## src/rtl/axis_frame_pkg.sv

```systemverilog
// -----------------------------------------------------------------------------
// axis_frame_pkg
// Shared definitions for the AXI-Stream frame source: FSM state encoding,
// last-beat keep-mask helper and beat-count helper.
// No ports (package).
// -----------------------------------------------------------------------------
package axis_frame_pkg;

  typedef enum logic [0:0] {
    ST_IDLE = 1'b0,
    ST_SEND = 1'b1
  } state_e;

  // Byte-enable mask for the last beat. A remainder of zero means the last
  // beat is full, so every lane is enabled.
  function automatic logic [63:0] keep_mask(input int unsigned rem,
                                            input int unsigned kw);
    logic [63:0] m;
    m = '0;
    for (int unsigned i = 0; i < 64; i++) begin
      if (i < kw && (rem == 0 || i < rem)) m[i] = 1'b1;
    end
    return m;
  endfunction

  // Number of beats needed to carry len bytes at kw bytes per beat.
  function automatic int unsigned beats_from_len(input int unsigned len,
                                                 input int unsigned kw);
    return (len + kw - 1) / kw;
  endfunction

endpackage

```

## src/rtl/axis_frame_source_if.sv

```systemverilog
// -----------------------------------------------------------------------------
// axis_frame_source_if
// AXI-Stream bundle used by the frame source.
//   tdata  DATA_WIDTH  payload
//   tkeep  KEEP_WIDTH  byte enables
//   tvalid 1           beat valid
//   tready 1           sink ready
//   tlast  1           last beat of frame
//   tuser  1           frame error flag
// master: stream driver, slave: stream sink.
// -----------------------------------------------------------------------------
interface axis_frame_source_if #(
  parameter int DATA_WIDTH = 32,
  parameter int KEEP_WIDTH = DATA_WIDTH / 8
);
  logic [DATA_WIDTH-1:0] tdata;
  logic [KEEP_WIDTH-1:0] tkeep;
  logic                  tvalid;
  logic                  tready;
  logic                  tlast;
  logic                  tuser;

  modport master (output tdata, tkeep, tvalid, tlast, tuser, input tready);
  modport slave  (input tdata, tkeep, tvalid, tlast, tuser, output tready);
endinterface

```

## src/rtl/axis_frame_source.sv

```systemverilog
// -----------------------------------------------------------------------------
// axis_frame_source
// Emits one AXI-Stream frame per start command: cfg_len bytes of an
// incrementing-byte payload beginning at cfg_seed, with optional error flag
// on tuser of the last beat. Honours tready backpressure.
//
// Ports:
//   clk        in   clock, rising edge
//   rst_n      in   async active-low reset
//   cfg_start  in   single-cycle start request
//   cfg_len    in   frame length in bytes (0 = ignored)
//   cfg_seed   in   first payload byte
//   cfg_err    in   flag frame as bad on last beat
//   busy       out  frame in progress
//   done       out  one-cycle pulse after last beat accepted
//   frame_cnt  out  completed frame count (wraps)
//   m_axis     master stream port
//
// States:
//   ST_IDLE | waiting for cfg_start with nonzero length
//   ST_SEND | presenting beats, advancing on each tvalid&tready
// -----------------------------------------------------------------------------
module axis_frame_source
  import axis_frame_pkg::*;
#(
  parameter int DATA_WIDTH  = 32,
  parameter int KEEP_ENABLE = 1,
  parameter int KEEP_WIDTH  = DATA_WIDTH / 8,
  parameter int LEN_WIDTH   = 16
) (
  input  logic                 clk,
  input  logic                 rst_n,
  input  logic                 cfg_start,
  input  logic [LEN_WIDTH-1:0] cfg_len,
  input  logic [7:0]           cfg_seed,
  input  logic                 cfg_err,
  output logic                 busy,
  output logic                 done,
  output logic [15:0]          frame_cnt,
  axis_frame_source_if.master  m_axis
);

  state_e                  state_q;
  logic [LEN_WIDTH-1:0]    beats_left_q;   // beats not yet loaded into the output regs
  logic [7:0]              base_q;         // lane-0 byte of the next beat to load
  logic                    err_q;
  logic [KEEP_WIDTH-1:0]   last_keep_q;
  logic [DATA_WIDTH-1:0]   tdata_q;
  logic [KEEP_WIDTH-1:0]   tkeep_q;
  logic                    tvalid_q;
  logic                    tlast_q;
  logic                    tuser_q;
  logic                    busy_q;
  logic                    done_q;
  logic [15:0]             frame_cnt_q;

  logic [LEN_WIDTH-1:0]    start_beats;
  logic [KEEP_WIDTH-1:0]   start_mask;
  logic [7:0]              base_d;
  logic                    last_d;
  logic                    err_d;
  logic [KEEP_WIDTH-1:0]   mask_d;
  logic [DATA_WIDTH-1:0]   beat_data_d;
  logic [KEEP_WIDTH-1:0]   beat_keep_d;

  assign start_beats = LEN_WIDTH'(beats_from_len(32'(cfg_len), KEEP_WIDTH));
  assign start_mask  = KEEP_WIDTH'(keep_mask(32'(cfg_len) % KEEP_WIDTH, KEEP_WIDTH));

  // Describes the beat that will be loaded on the next edge: the first beat
  // when starting from idle, otherwise the following beat of the frame.
  always_comb begin
    base_d = base_q;
    last_d = (beats_left_q == LEN_WIDTH'(1));
    err_d  = err_q;
    mask_d = last_keep_q;
    if (state_q == ST_IDLE) begin
      base_d = cfg_seed;
      last_d = (start_beats == LEN_WIDTH'(1));
      err_d  = cfg_err;
      mask_d = start_mask;
    end
  end

  // Payload lanes; disabled lanes of the last beat are zeroed even when tkeep
  // itself is tied to all ones.
  for (genvar i = 0; i < KEEP_WIDTH; i++) begin : g_lane
    assign beat_data_d[8*i +: 8] = (last_d && !mask_d[i]) ? 8'h00 : base_d + 8'(i);
  end

  assign beat_keep_d = (KEEP_ENABLE != 0 && last_d) ? mask_d : '1;

  always_ff @(posedge clk or negedge rst_n) begin
    if (!rst_n) begin
      state_q      <= ST_IDLE;
      beats_left_q <= '0;
      base_q       <= '0;
      err_q        <= 1'b0;
      last_keep_q  <= '0;
      tdata_q      <= '0;
      tkeep_q      <= '0;
      tvalid_q     <= 1'b0;
      tlast_q      <= 1'b0;
      tuser_q      <= 1'b0;
      busy_q       <= 1'b0;
      done_q       <= 1'b0;
      frame_cnt_q  <= '0;
    end else begin
      done_q <= 1'b0;
      case (state_q)
        ST_IDLE: begin
          if (cfg_start && cfg_len != '0) begin
            err_q        <= cfg_err;
            last_keep_q  <= start_mask;
            beats_left_q <= start_beats - LEN_WIDTH'(1);
            base_q       <= base_d + 8'(KEEP_WIDTH);
            tdata_q      <= beat_data_d;
            tkeep_q      <= beat_keep_d;
            tlast_q      <= last_d;
            tuser_q      <= err_d && last_d;
            tvalid_q     <= 1'b1;
            busy_q       <= 1'b1;
            state_q      <= ST_SEND;
          end
        end
        ST_SEND: begin
          if (m_axis.tready) begin
            if (tlast_q) begin
              tdata_q     <= '0;
              tkeep_q     <= '0;
              tlast_q     <= 1'b0;
              tuser_q     <= 1'b0;
              tvalid_q    <= 1'b0;
              busy_q      <= 1'b0;
              done_q      <= 1'b1;
              frame_cnt_q <= frame_cnt_q + 16'd1;
              state_q     <= ST_IDLE;
            end else begin
              beats_left_q <= beats_left_q - LEN_WIDTH'(1);
              base_q       <= base_d + 8'(KEEP_WIDTH);
              tdata_q      <= beat_data_d;
              tkeep_q      <= beat_keep_d;
              tlast_q      <= last_d;
              tuser_q      <= err_d && last_d;
            end
          end
        end
        default: state_q <= ST_IDLE;
      endcase
    end
  end

  assign m_axis.tdata  = tdata_q;
  assign m_axis.tkeep  = tkeep_q;
  assign m_axis.tvalid = tvalid_q;
  assign m_axis.tlast  = tlast_q;
  assign m_axis.tuser  = tuser_q;
  assign busy          = busy_q;
  assign done          = done_q;
  assign frame_cnt     = frame_cnt_q;

endmodule

```

## src/flat_wrapper.sv

```systemverilog
// flat-port wrapper written by rule: the top's interface ports become plain ports
module axis_frame_source_flat import axis_frame_pkg::*;
#(
  parameter int DATA_WIDTH  = 32,
  parameter int KEEP_ENABLE = 1,
  parameter int KEEP_WIDTH  = DATA_WIDTH / 8,
  parameter int LEN_WIDTH   = 16
)
  (clk, rst_n, cfg_start, cfg_len, cfg_seed, cfg_err, busy, done, frame_cnt, m_axis_tdata, m_axis_tkeep, m_axis_tvalid, m_axis_tlast, m_axis_tuser, m_axis_tready);
  axis_frame_source_if #(.DATA_WIDTH(DATA_WIDTH), .KEEP_WIDTH(KEEP_WIDTH)) m_axis_i ();
  input  logic clk;
  input  logic rst_n;
  input  logic cfg_start;
  input  logic [LEN_WIDTH-1:0] cfg_len;
  input  logic [7:0] cfg_seed;
  input  logic cfg_err;
  output logic busy;
  output logic done;
  output logic [15:0] frame_cnt;
  output wire logic [$bits(m_axis_i.tdata)-1:0] m_axis_tdata;
  output wire logic [$bits(m_axis_i.tkeep)-1:0] m_axis_tkeep;
  output wire logic [$bits(m_axis_i.tvalid)-1:0] m_axis_tvalid;
  output wire logic [$bits(m_axis_i.tlast)-1:0] m_axis_tlast;
  output wire logic [$bits(m_axis_i.tuser)-1:0] m_axis_tuser;
  input wire logic [$bits(m_axis_i.tready)-1:0] m_axis_tready;
  assign m_axis_tdata = m_axis_i.tdata;
  assign m_axis_tkeep = m_axis_i.tkeep;
  assign m_axis_tvalid = m_axis_i.tvalid;
  assign m_axis_tlast = m_axis_i.tlast;
  assign m_axis_tuser = m_axis_i.tuser;
  assign m_axis_i.tready = m_axis_tready;
  axis_frame_source #(.DATA_WIDTH(DATA_WIDTH), .KEEP_ENABLE(KEEP_ENABLE), .KEEP_WIDTH(KEEP_WIDTH), .LEN_WIDTH(LEN_WIDTH)) u_core (.clk(clk), .rst_n(rst_n), .cfg_start(cfg_start), .cfg_len(cfg_len), .cfg_seed(cfg_seed), .cfg_err(cfg_err), .busy(busy), .done(done), .frame_cnt(frame_cnt), .m_axis(m_axis_i));
endmodule
```

## config.mk

```make
export PLATFORM = sky130hd
export DESIGN_NAME = axis_frame_source_flat
export DESIGN_NICKNAME = d
export VERILOG_FILES = /design/src/rtl/axis_frame_pkg.sv /design/src/rtl/axis_frame_source_if.sv /design/src/rtl/axis_frame_source.sv /design/src/flat_wrapper.sv
export SDC_FILE = /design/constraint.sdc
export NUM_CORES = 1
export LEC_CHECK = 0
export CORE_MARGIN = 2
export CORE_UTILIZATION = 50
export CTS_CLUSTER_SIZE = 8
export DETAILED_ROUTE_END_ITERATION = 10
export MAX_ROUTING_LAYER = met4
export PLACE_DENSITY_LB_ADDON = 0.3
export REMOVE_ABC_BUFFERS = 1
export SETUP_SLACK_MARGIN = 0.3
export SLEW_MARGIN = 40
export SYNTH_ARGS = -nofsm -noshare
export SYNTH_HDL_FRONTEND = slang
export SYNTH_SLANG_ARGS = --single-unit
```

## constraint.sdc

```tcl
create_clock -name clk -period 3.6 [get_ports clk]
set_input_delay 0.72 -clock clk [delete_from_list [all_inputs] [get_ports clk]]
set_output_delay 0.72 -clock clk [all_outputs]
set_load 0.01 [all_outputs]
```

### After elaboration in Yosys (flattened, before gate mapping)

Cells that the tools add are included.

| storage, ports and cells | value |
|---|---|
| register bits | 86 |
| latch bits | 0 |
| RAM bits | 0 |
| bits in read-only memories | 0 |
| memories kept | 0 |

| operators by class | value |
|---|---|
| $add $sub $neg | 9 |
| $mul | 0 |
| div/mod/pow operators | 0 |
| magnitude comparators | 4 |
| eq/ne operators | 6 |
| shift operators | 0 |
| muxes and demuxes | 48 |
| bitwise logic cells | 1 |
| reduce and logical (&&, ||, !) cells | 21 |

Operators by type and width:

| cell | number |
|---|---|
| 32-bit 2-to-1 mux | 3 |
| 8-bit 2-to-1 mux | 8 |
| 32-bit one-hot mux with 2 select lines | 1 |
| 16-bit 2-to-1 mux | 3 |
| 16-bit by 1-bit == test with 1-bit output (second input constant) | 2 |
| 32-bit logical NOT | 1 |
| 16-bit one-hot mux with 2 select lines | 1 |
| 16-bit by 1-bit subtractor with 16-bit output (second input constant) | 2 |
| 1-bit 2-to-1 mux | 21 |
| 4-bit 2-to-1 mux | 5 |
| 18-bit by 1-bit subtractor with 18-bit output (second input constant) | 1 |
| 16-bit by 3-bit adder with 17-bit output (second input constant) | 1 |
| 16-bit by 1-bit adder with 16-bit output (second input constant) | 1 |
| 8-bit by 2-bit adder with 8-bit output (second input constant) | 2 |
| 8-bit one-hot mux with 2 select lines | 1 |
| 16-bit nonzero test | 1 |
| 3-bit AND reduction | 3 |
| 8-bit by 1-bit adder with 8-bit output (second input constant) | 1 |
| 8-bit by 3-bit adder with 8-bit output (second input constant) | 1 |
| 2-bit != test (second input constant) | 4 |
| 1-bit one-hot mux with 2 select lines | 4 |
| 4-bit one-hot mux with 2 select lines | 1 |
| 1-bit logical AND | 6 |
| 1-bit logical NOT | 4 |
| 5 further kinds | 11 |

### Longest topological paths before layout

Gate-level depths: netlist of run 1.

| depth | value |
|---|---|
| word-level depth | 10 |
| depth in mapped cells | 12 |
| gate-level depth less buffers | 11 |

### Worst setup path after synthesis of run 1

Ideal clock, no wire load.

| timing path | value |
|---|---|
| kind | input to register |
| start point | input cfg_len[2] |
| end point | register u_core.beats_left_q[15] |
| library setup time | 69 ps |
| arrival time | 3,423 ps |
| setup slack | 108 ps |
| stages | 12 |
| path through | buf_2 -> inv_1 -> ha_1 -> nor2_1 -> nand4_1 -> nor3b_1 -> mux2i_1 -> a22oi_1 -> a211o_2 -> or3_1 -> or4_1 -> nand3_1 |

| between the ends | value |
|---|---|
| longest elaborated chain between the ends | 5 |
| elaborated cells on any way between the ends | 9 |
| those cells by class | add/sub (3); eq/ne (1); mux (2); reduce/logical (3) |

RTL lines:

| element | line | RTL |
|---|---|---|
| start: declaration | flat_wrapper.sv:14 | `input logic [LEN_WIDTH-1:0] cfg_len;` |
| 16-bit by 3-bit adder with 17-bit output | axis_frame_pkg.sv:29 | `return (len + kw - 1) / kw;` |
| 18-bit by 1-bit subtractor with 18-bit output | axis_frame_pkg.sv:29 |  |
| 16-bit by 1-bit subtractor with 16-bit output | axis_frame_source.sv:114 | `beats_left_q <= start_beats - LEN_WIDTH'(1);` |
| 16-bit 2-to-1 mux | axis_frame_source.sv:111 | `if (cfg_start && cfg_len != '0) begin` |
| 16-bit one-hot mux with 2 select lines | axis_frame_source.sv:109 | `case (state_q)` |
| end signal: assignment | axis_frame_source.sv:114 |  |
| end signal: assignment | axis_frame_source.sv:138 | `beats_left_q <= beats_left_q - LEN_WIDTH'(1);` |
| end: declaration | axis_frame_source.sv:44 | `logic [LEN_WIDTH-1:0] beats_left_q;` |

Parallel ways exist; a longest one is shown, timed or not. The select of a mux whose other input is x is not followed.
A chain may end at the register's enable or synchronous reset.

### Worst setup path in the final report of run 1

| timing path | value |
|---|---|
| start point | input cfg_len[12] |
| end point | register u_core.tdata_q[19], in the netlist u_core.m_axis.tdata[19] |

| between the ends | value |
|---|---|
| longest elaborated chain between the ends | 9 |
| elaborated cells on any way between the ends | 14 |
| those cells by class | add/sub (2); eq/ne (2); mux (6); reduce/logical (4) |

RTL lines:

| element | line | RTL |
|---|---|---|
| 16-bit by 3-bit adder with 17-bit output | axis_frame_pkg.sv:29 |  |
| 18-bit by 1-bit subtractor with 18-bit output | axis_frame_pkg.sv:29 |  |
| 16-bit by 1-bit == test with 1-bit output | axis_frame_source.sv:78 | `last_d = (start_beats == LEN_WIDTH'(1));` |
| 1-bit 2-to-1 mux | axis_frame_source.sv:76 | `if (state_q == ST_IDLE) begin` |
| 1-bit logical AND | axis_frame_source.sv:87 | `assign beat_data_d[8*i +: 8] = (last_d && !mask_d[i]) ? 8'h00 : base_d + 8'(i);` |
| 8-bit 2-to-1 mux | axis_frame_source.sv:87 |  |
| 32-bit 2-to-1 mux | axis_frame_source.sv:127 | `if (tlast_q) begin` |
| 32-bit 2-to-1 mux | axis_frame_source.sv:126 | `if (m_axis.tready) begin` |
| 32-bit one-hot mux with 2 select lines | axis_frame_source.sv:109 |  |
| end signal: assignment | axis_frame_source.sv:116 | `tdata_q <= beat_data_d;` |
| end signal: assignment | axis_frame_source.sv:140 | `tdata_q <= beat_data_d;` |
| end: declaration | axis_frame_source.sv:48 | `logic [DATA_WIDTH-1:0] tdata_q;` |

Parallel ways exist; a longest one is shown, timed or not. The select of a mux whose other input is x is not followed.

==> results of run 1 <==
[through the flow]
| stage | instance area (um2) | setup TNS (ps) | instances |
|---|---|---|---|
| final | 7391 | 0 | 900 |
| after global routing | 7391 | 0 | 900 |
| after CTS | 7231 | 0 | 896 |
| after detailed placement | 6933 | -14160 | 875 |
| after global placement | 6929 | -11300 | 875 |
| after floorplan | 5200 | -2053 | 562 |
[power breakdown]
part	switching, mW	total, mW	internal (mW)
clock	0.356	0.629	0.273
sequential	0.318	1.66	1.35
combinational	1.31	2.59	1.28
total	1.98	4.88	2.90
[cell usage in the layout, fill, tap and decap left out, types with 7 or more instances in the layout]
| cell | synthesis | final |
|---|---|---|
| nor4_1 | 10 | 8 |
| nor3_1 | 16 | 15 |
| nand3_1 | 31 | 27 |
| inv_1 | 24 | 21 |
| nor2_1 | 57 | 56 |
| mux2i_1 | 11 | 11 |
| buf_4 | 1 | 95 |
| a21oi_1 | 19 | 18 |
| xnor2_1 | 54 | 53 |
| clkbuf_8 | 0 | 11 |
| nand4_1 | 11 | 11 |
| ha_1 | 15 | 13 |
| nand2_1 | 64 | 64 |
| xor2_1 | 19 | 19 |
| buf_6 | 0 | 7 |
| dfrtp_1 | 86 | 86 |
| o21ai_0 | 29 | 28 |
| a22o_1 | 24 | 24 |
| clkdlybuf4s50_1 | 0 | 73 |
[cell type report]
cell class	instances	area [um2]
sequential	86	2152
fill	772	2933
tap	136	170.2
clock buffer	10	137.6
timing repair buffer	186	1640
multi-input combinational	452	3154
inverter	24	90.09
clock inverter	6	46.29
[registers in the layout, indices dropped and copies added, names as in the netlist]
register and flops:
u_core.m_axis.tdata 32, u_core.frame_cnt 16, u_core.busy 1, u_core.beats_left_q 16, u_core.base_q 8, u_core.m_axis.tkeep 4
u_core.last_keep_q 4, u_core.m_axis.tlast 1, u_core.state_q 1, u_core.err_q 1, u_core.done 1, u_core.m_axis.tuser 1
[cell families (layout without fill, tap and decap cells)]
kind of cell	Yosys count	after routing	synth area share [%]
mux	14	14	2.716
simple gates	227	227	20.80
flops	86	86	40.61
fa+ha+maj	15	15	3.542
xor+xnor	73	73	12.07
buf+inv	47	226	3.566
compound gates	123	123	16.69
[worst paths after layout]
| path | endpoint | startpoint | slack, ps | cells past startpoint |
|---|---|---|---|---|
| min | u_core.frame_cnt[9]$_DFFE_PN0P_ | rst_n | 380 | 1 |
| max in group asynchronous | u_core.beats_left_q[13]$_DFFE_PN0P_ | rst_n | 2740 | 1 |
| max reg2reg | u_core.m_axis.tdata[19]$_DFFE_PN0P_ | u_core.state_q$_DFF_PN0_ | 930 | 7 |
| min in group clk | u_core.last_keep_q[0]$_DFFE_PN0P_ | u_core.last_keep_q[0]$_DFFE_PN0P_ | 480 | 1 |
| min reg2reg | u_core.last_keep_q[0]$_DFFE_PN0P_ | u_core.last_keep_q[0]$_DFFE_PN0P_ | 480 | 1 |
| max | u_core.m_axis.tdata[19]$_DFFE_PN0P_ | cfg_len[12] | 360 | 11 |
[timing repair]
item,CTS,global route
gates resized for setup,28,40
hold endpoints to repair,0,0
setup buffers,5,4
hold buffers,0,0
endpoints found under the setup margin,36,33
pin swaps,5,17
[worst max-delay path: stages]
cell	delay [ps]
clkdlybuf4s50_1	620
nand3_1	200
nor4_4	210
xor2_1	290
o211ai_1	230
o311ai_4	280
o2111ai_2	180
o31ai_4	270
buf_6	160
a21oi_4	90
a32o_1	240
[per-layer routing]
layer  part of all wire, %  vias up
met3                   3.9       31
met5                     0        -
li1                      -     2425
met2                    52      165
met4                   2.5        0
met1                    42     2411
==> summary.txt, run 1 <==
================================================================================
1st-iter DRT viols ................................................          453
Ys flop type ......................................................      dfrtp_1
Crit Path Class ...................................................    in -> reg
Final-report max-slew violation count .............................            0
Headroom to the max-slew limit ....................................       47.14%
Worst-Skew Late Latency ...........................................       360 ps
Final antenna diode count .........................................            0
First-pass GRT wire length ........................................     22.94 mm
Slew at the pin with the worst max-slew slack .....................     792.8 ps
Share of the synthesized area in the top cell type ................       40.61%
Post-synth EDFFs ..................................................            0
Worst path arrival time ...........................................      3490 ps
Starting density of the core ......................................       51.33%
Met3 usage in global routing ......................................       2.310%
Clock-pin transition on the worst setup and hold timing paths .....        90 ps
Most frequent cell after synthesis ................................      dfrtp_1
Total Routing Usage GR ............................................       25.78%
Final worst clock skew ............................................     10.10 ps
Chip height .......................................................     106.9 um
Path category of the worst min-delay check ........................  in -> async
Fin util ..........................................................       71.59%
Number of max-capacitance violations reported .....................            0
Fraction of met1 tracks used by global routing ....................       29.85%
Power density of the placed cells ................................. 660.8 nW/um2
Static Leakage ....................................................     3.206 nW
Cts bufs inserted .................................................            9
Setup slack after placement .......................................    -464.2 ps
Share of post-route cells with drive strength above 1 .............       21.60%
Residual DRC count ................................................            0
Post-detailed-route wirelength per cell ...........................     15.56 um
Endpoint kind of the worst setup timing path ......................    flip-flop
Synthesized instance count ........................................          585
Clock tree from TritonCTS .........................................          yes
Router iterations before antenna repair ...........................            5
Share of async-settable or async-resettable flops after synthesis .       100.0%
Avg Inst Size Synth ...............................................    9.058 um2
H-tree lvl count ..................................................            3
Seq/Total Area, Yosys .............................................       40.61%
Category of the worst setup path launch point ..................... primary input
Vias in the first global route ....................................        4,972
Vias after detailed routing .......................................        5,032
Initial antenna violation count ...................................            0
Final worst hold slack ............................................     381.4 ps
RePlAce Congestion ................................................       0.9160
Routed vias/inst ..................................................        5.591
Residual antenna-violating net count after detailed routing .......            0
Post-detail-place hpwl ............................................     10.60 mm
Placement row count ...............................................           37
Number of top-level pins ..........................................           86
Remaining global-route overflow ...................................            0
Area delta synth->final ...........................................       39.48%
Final Routed Wirelength ...........................................     14.01 mm
Status ............................................................    completed
Number of synthesized register bits ...............................           86
Routing usage on met2 .............................................       46.18%
Cell taking the most area after synthesis .........................      dfrtp_1
Die area ..........................................................   11,440 um2
Final hold violation count ........................................            0
Pin count of the biggest net entering global routing ..............           87
Number of sinks on the clock net ..................................           86
Cell at the root of the clock tree ................................     clkbuf_8
Top cells by area, synth .......................................... dfrtp_1 41%, xnor2_1 8.9%, nand2_1 4.5%
Top achievable clock speed ........................................    308.8 MHz
Total power consumption of the routed design ......................     4.884 mW
Port Buf Inserts ..................................................           85
Buffer levels on the longest clock path ...........................            2
Clock period minus final worst setup slack ........................      3238 ps
WP data required ..................................................      3850 ps
Post-route clock period utilization ...............................       89.94%
Setup repair after global routing missed its margin ...............           no
Cell Area, Synth ..................................................     5299 um2
Worst Slack Setup Final ...........................................     362.0 ps
Distinct cell type count after synthesis ..........................           60
Die width .........................................................     106.9 um
Area of the core ..................................................   10,320 um2
Grt peak-use layer ................................................         met2
Worst Path Max Fanout .............................................            9
Top cells by instance count after synthesis ....................... 86 x dfrtp_1, 64 x nand2_1, 57 x nor2_1
Final net count ...................................................          803
Count of synthesis-stage warnings from yosys ......................            0
Total of endpoints with negative setup slack in the final report ..            0
Max VDD drop ......................................................    0.4534 mV
================================================================================
Power figures use the tool's default switching activity.
==> run 2: changes to the inputs <==
--- a/config.mk
+++ b/config.mk
@@ -6,14 +6,14 @@
 export NUM_CORES = 1
 export LEC_CHECK = 0
 export CORE_MARGIN = 2
-export CORE_UTILIZATION = 50
+export CORE_UTILIZATION = 54
 export CTS_CLUSTER_SIZE = 8
 export DETAILED_ROUTE_END_ITERATION = 10
 export MAX_ROUTING_LAYER = met4
 export PLACE_DENSITY_LB_ADDON = 0.3
 export REMOVE_ABC_BUFFERS = 1
 export SETUP_SLACK_MARGIN = 0.3
-export SLEW_MARGIN = 40
+export SLEW_MARGIN = 20
 export SYNTH_ARGS = -nofsm -noshare
 export SYNTH_HDL_FRONTEND = slang
 export SYNTH_SLANG_ARGS = --single-unit
==> run 2 against run 1 <==
Against the previous run: clock power increased by 17%; combinational power hardly changed; non-clock buffer count down 13; hold slack improved by 25 ps; sequential share of layout area increased by 0.44 points; utilization increased by 3.9 points; sequential power about the same; flip-flop and latch count unchanged; die area decreased by 7.1%; critical path depth is 1 higher.
==> summary.txt, run 2 (same netlist as run 1, synthesis figures left out) <==
===============================================================================
Chip height ......................................................     103.1 um   -3.6%
Clock period minus final worst setup slack .......................      3278 ps   +40.39 ps
Cts bufs inserted ................................................            9   unchanged
Placement row count ..............................................           36   -2.7%
Number of max-capacitance violations reported ....................            0   unchanged
Router iterations before antenna repair ..........................            5   unchanged
1st-iter DRT viols ...............................................          461   +1.8%
Total Routing Usage GR ...........................................       28.90%   +3.1 points
Final Routed Wirelength ..........................................     14.28 mm   +1.9%
Area of the core .................................................     9639 um2   -6.6%
Top achievable clock speed .......................................    305.0 MHz   -1.2%
Slew at the pin with the worst max-slew slack ....................     765.7 ps   -27.11 ps
Crit Reg-Reg Startpoint .......................................... u_core.state_q$_DFF_PN0_
Number of top-level pins .........................................           86   unchanged
Power density of the placed cells ................................ 687.1 nW/um2   +4.0%
Area delta synth->final ..........................................       37.40%
Final worst clock skew ...........................................     11.50 ps   +1.396 ps
Aggregate negative setup slack ...................................         0 ps   unchanged
Initial antenna violation count ..................................            0   unchanged
Pin count of the biggest net entering global routing .............           87   unchanged
Register-to-Register Path Depth ..................................            5   -2
Clock tree from TritonCTS ........................................          yes
Vias in the first global route ...................................        4,899   -1.5%
Die area .........................................................   10,620 um2   -7.1%
Number of sinks on the clock net .................................           86   unchanged
Proportion of total power due to net switching ...................       40.32%   -0.31 points
Max VDD drop .....................................................    0.2956 mV   -35%
Buffer levels on the longest clock path ..........................            2   unchanged
Setup repair after global routing missed its margin ..............          yes
Category of the worst setup path launch point .................... primary input
First-pass GRT wire length .......................................     23.40 mm   +2.0%
Final net count ..................................................          791   -1.5%
Capturing point of the worst reg2reg path ........................ u_core.m_axis.tdata[7]$_DFFE_PN0P_
Worst path arrival time ..........................................      3580 ps   +90 ps
Worst reg2reg setup slack ........................................       820 ps   -110 ps
Residual antenna-violating net count after detailed routing ......            0   unchanged
Share of power burned in the clock network .......................        14.7%   +1.8 points
Clock-pin transition on the worst setup and hold timing paths ....        80 ps   about the same
Most frequent cells in the layout ................................ 86 x buf_4, 86 x dfrtp_1, 74 x clkdlybuf4s50_1, 64 x nand2_1, 56 x nor2_1
Int Power ........................................................     2.985 mW   +3.0%
Largest register FFs .............................................           32   unchanged
Vias after detailed routing ......................................        5,115   +1.6%
WP data required .................................................      3900 ps   +50 ps
RePlAce Congestion ...............................................       0.9490   +3.6%
Starting density of the core .....................................       54.97%   +3.6 points
Port Buf Inserts .................................................           85   unchanged
Post-route clock period utilization ..............................       91.07%   +1.1 points
Fin util .........................................................       75.53%   +3.9 points
Status ...........................................................    completed
Path category of the worst min-delay check .......................  in -> async
Sequential share of power ........................................        33.2%   -0.9 points
Post-detail-place hpwl ...........................................     10.40 mm   -1.9%
Worst Path Max Fanout ............................................            6   -3
Worst-Skew Late Latency ..........................................       360 ps   about the same
Post-detailed-route wirelength per cell ..........................     16.13 um   +3.7%
Die width ........................................................     103.1 um   -3.6%
Number of hold buffers added after cts ...........................            0   unchanged
Total of endpoints with negative setup slack in the final report .            0   unchanged
Endpoint kind of the worst setup timing path .....................    flip-flop
Remaining global-route overflow ..................................            0   unchanged
Crit Path Class ..................................................    in -> reg
NetSw ............................................................     2.017 mW   +1.6%
Final hold violation count .......................................            0   unchanged
Final-report max-slew violation count ............................            0   unchanged
Comb power frac ..................................................        52.1%   -0.9 points
H-tree lvl count .................................................            3   unchanged
Routed vias/inst .................................................        5.780   +3.4%
Cell at the root of the clock tree ...............................     clkbuf_8
Final antenna diode count ........................................            0   unchanged
Residual DRC count ...............................................            0   unchanged
Static Leakage ...................................................     3.122 nW   -2.6%
Headroom to the max-slew limit ...................................       48.95%   +1.8 points
Share of post-route cells with drive strength above 1 ............       19.55%   -2.0 points
Number of filler cells placed in the layout ......................          706   -8.5%
Post-route cell area .............................................     7281 um2   -1.5%
Placed Instance Area .............................................     6865 um2   -0.97%
===============================================================================
==> run 2: cell types whose count changed in the layout (fill, tap and decap cells not counted), moves of 2 or more <==
cell | previous run | this run
bufinv_16 | 0 | 2
nand3_2 | 3 | 1
inv_2 | 3 | 0
clkbuf_8 | 11 | 9
buf_4 | 95 | 86
nor4_4 | 1 | 3
buf_6 | 7 | 2
nor4_1 | 8 | 6
inv_1 | 21 | 24
nand3_1 | 27 | 29
dlymetal6s2s_1 | 4 | 1
dlygate4sd2_1 | 1 | 4
==> run 2: worst max-delay path: stages <==
cell and delay [ps]:
buf_2 160, ha_4 190, buf_4 150, nand2_1 50
or3_1 310, a311o_2 480, nand2b_4 170, o21ai_1 210
a311oi_4 170, or3_1 410, or4_1 470, nand3_1 70
==> run 2: repair_timing <==
action,in CTS,in global routing
cloned,0,1
buffers inserted,3,1
gates resized for setup,32,20
pin swaps,7,10
setup endpoints to repair,36,36
==> run 2: worst max path at each step <==
stage                     slack [ps]        from  cells after the start                             endpoint
after detailed placement        -570  cfg_len[2]                     11  u_core.m_axis.tdata[19]$_DFFE_PN0P_
after CTS                        310  cfg_len[3]                     13  u_core.beats_left_q[15]$_DFFE_PN0P_
final                            320  cfg_len[2]                     12  u_core.beats_left_q[15]$_DFFE_PN0P_
after floorplan                 -230  cfg_len[1]                      8  u_core.m_axis.tdata[24]$_DFFE_PN0P_
after global placement          -420  cfg_len[2]                     13  u_core.beats_left_q[15]$_DFFE_PN0P_
after global routing             210  cfg_len[2]                     12  u_core.beats_left_q[15]$_DFFE_PN0P_
==> run 2: stage by stage <==
stage | total power [mW] | cells | worst slack, ps | hold slack, ps
after floorplan | 3.073 | 562 | -233.8 | 424.4
after global placement | 4.089 | 864 | -420.7 | 450.3
after detailed placement | 4.195 | 864 | -568.2 | 454.2
after CTS | 4.971 | 883 | 306.0 | 475.3
after global routing | 5.339 | 885 | 205.6 | 459.1
final | 5.002 | 885 | 321.6 | 406.7
==> run 2: per-layer routing <==
| metal | vias to the layer above | track usage (%) | part of all wire (%) |
|---|---|---|---|
| met3 | 37 | 4.339 | 5.0 |
| met2 | 182 | 48.85 | 51 |
| met5 | - | - | 0 |
| met4 | 0 | 12.04 | 2.8 |
| li1 | 2422 | - | - |
| met1 | 2474 | 34.48 | 41 |
==> run 2: layout make-up <==
cell class	count	area [um2]	area share, %
well taps	133	166.4	2.286
clock inverters	6	86.33	1.186
inverters	24	90.09	1.237
clock buffers	10	127.6	1.753
flip-flops and latches	86	2152	29.56
repair buffers	173	1501	20.62
multi-input cells	453	3157	43.36
==> run 2: power groups by stage <==
stage,clock network (mW),logic (mW),registers [mW]
after floorplan,0,1.33,1.74
after global placement,0,2.44,1.65
after detailed placement,0,2.53,1.67
after CTS,0.741,2.58,1.65
after global routing,0.788,2.84,1.71
final,0.735,2.61,1.66
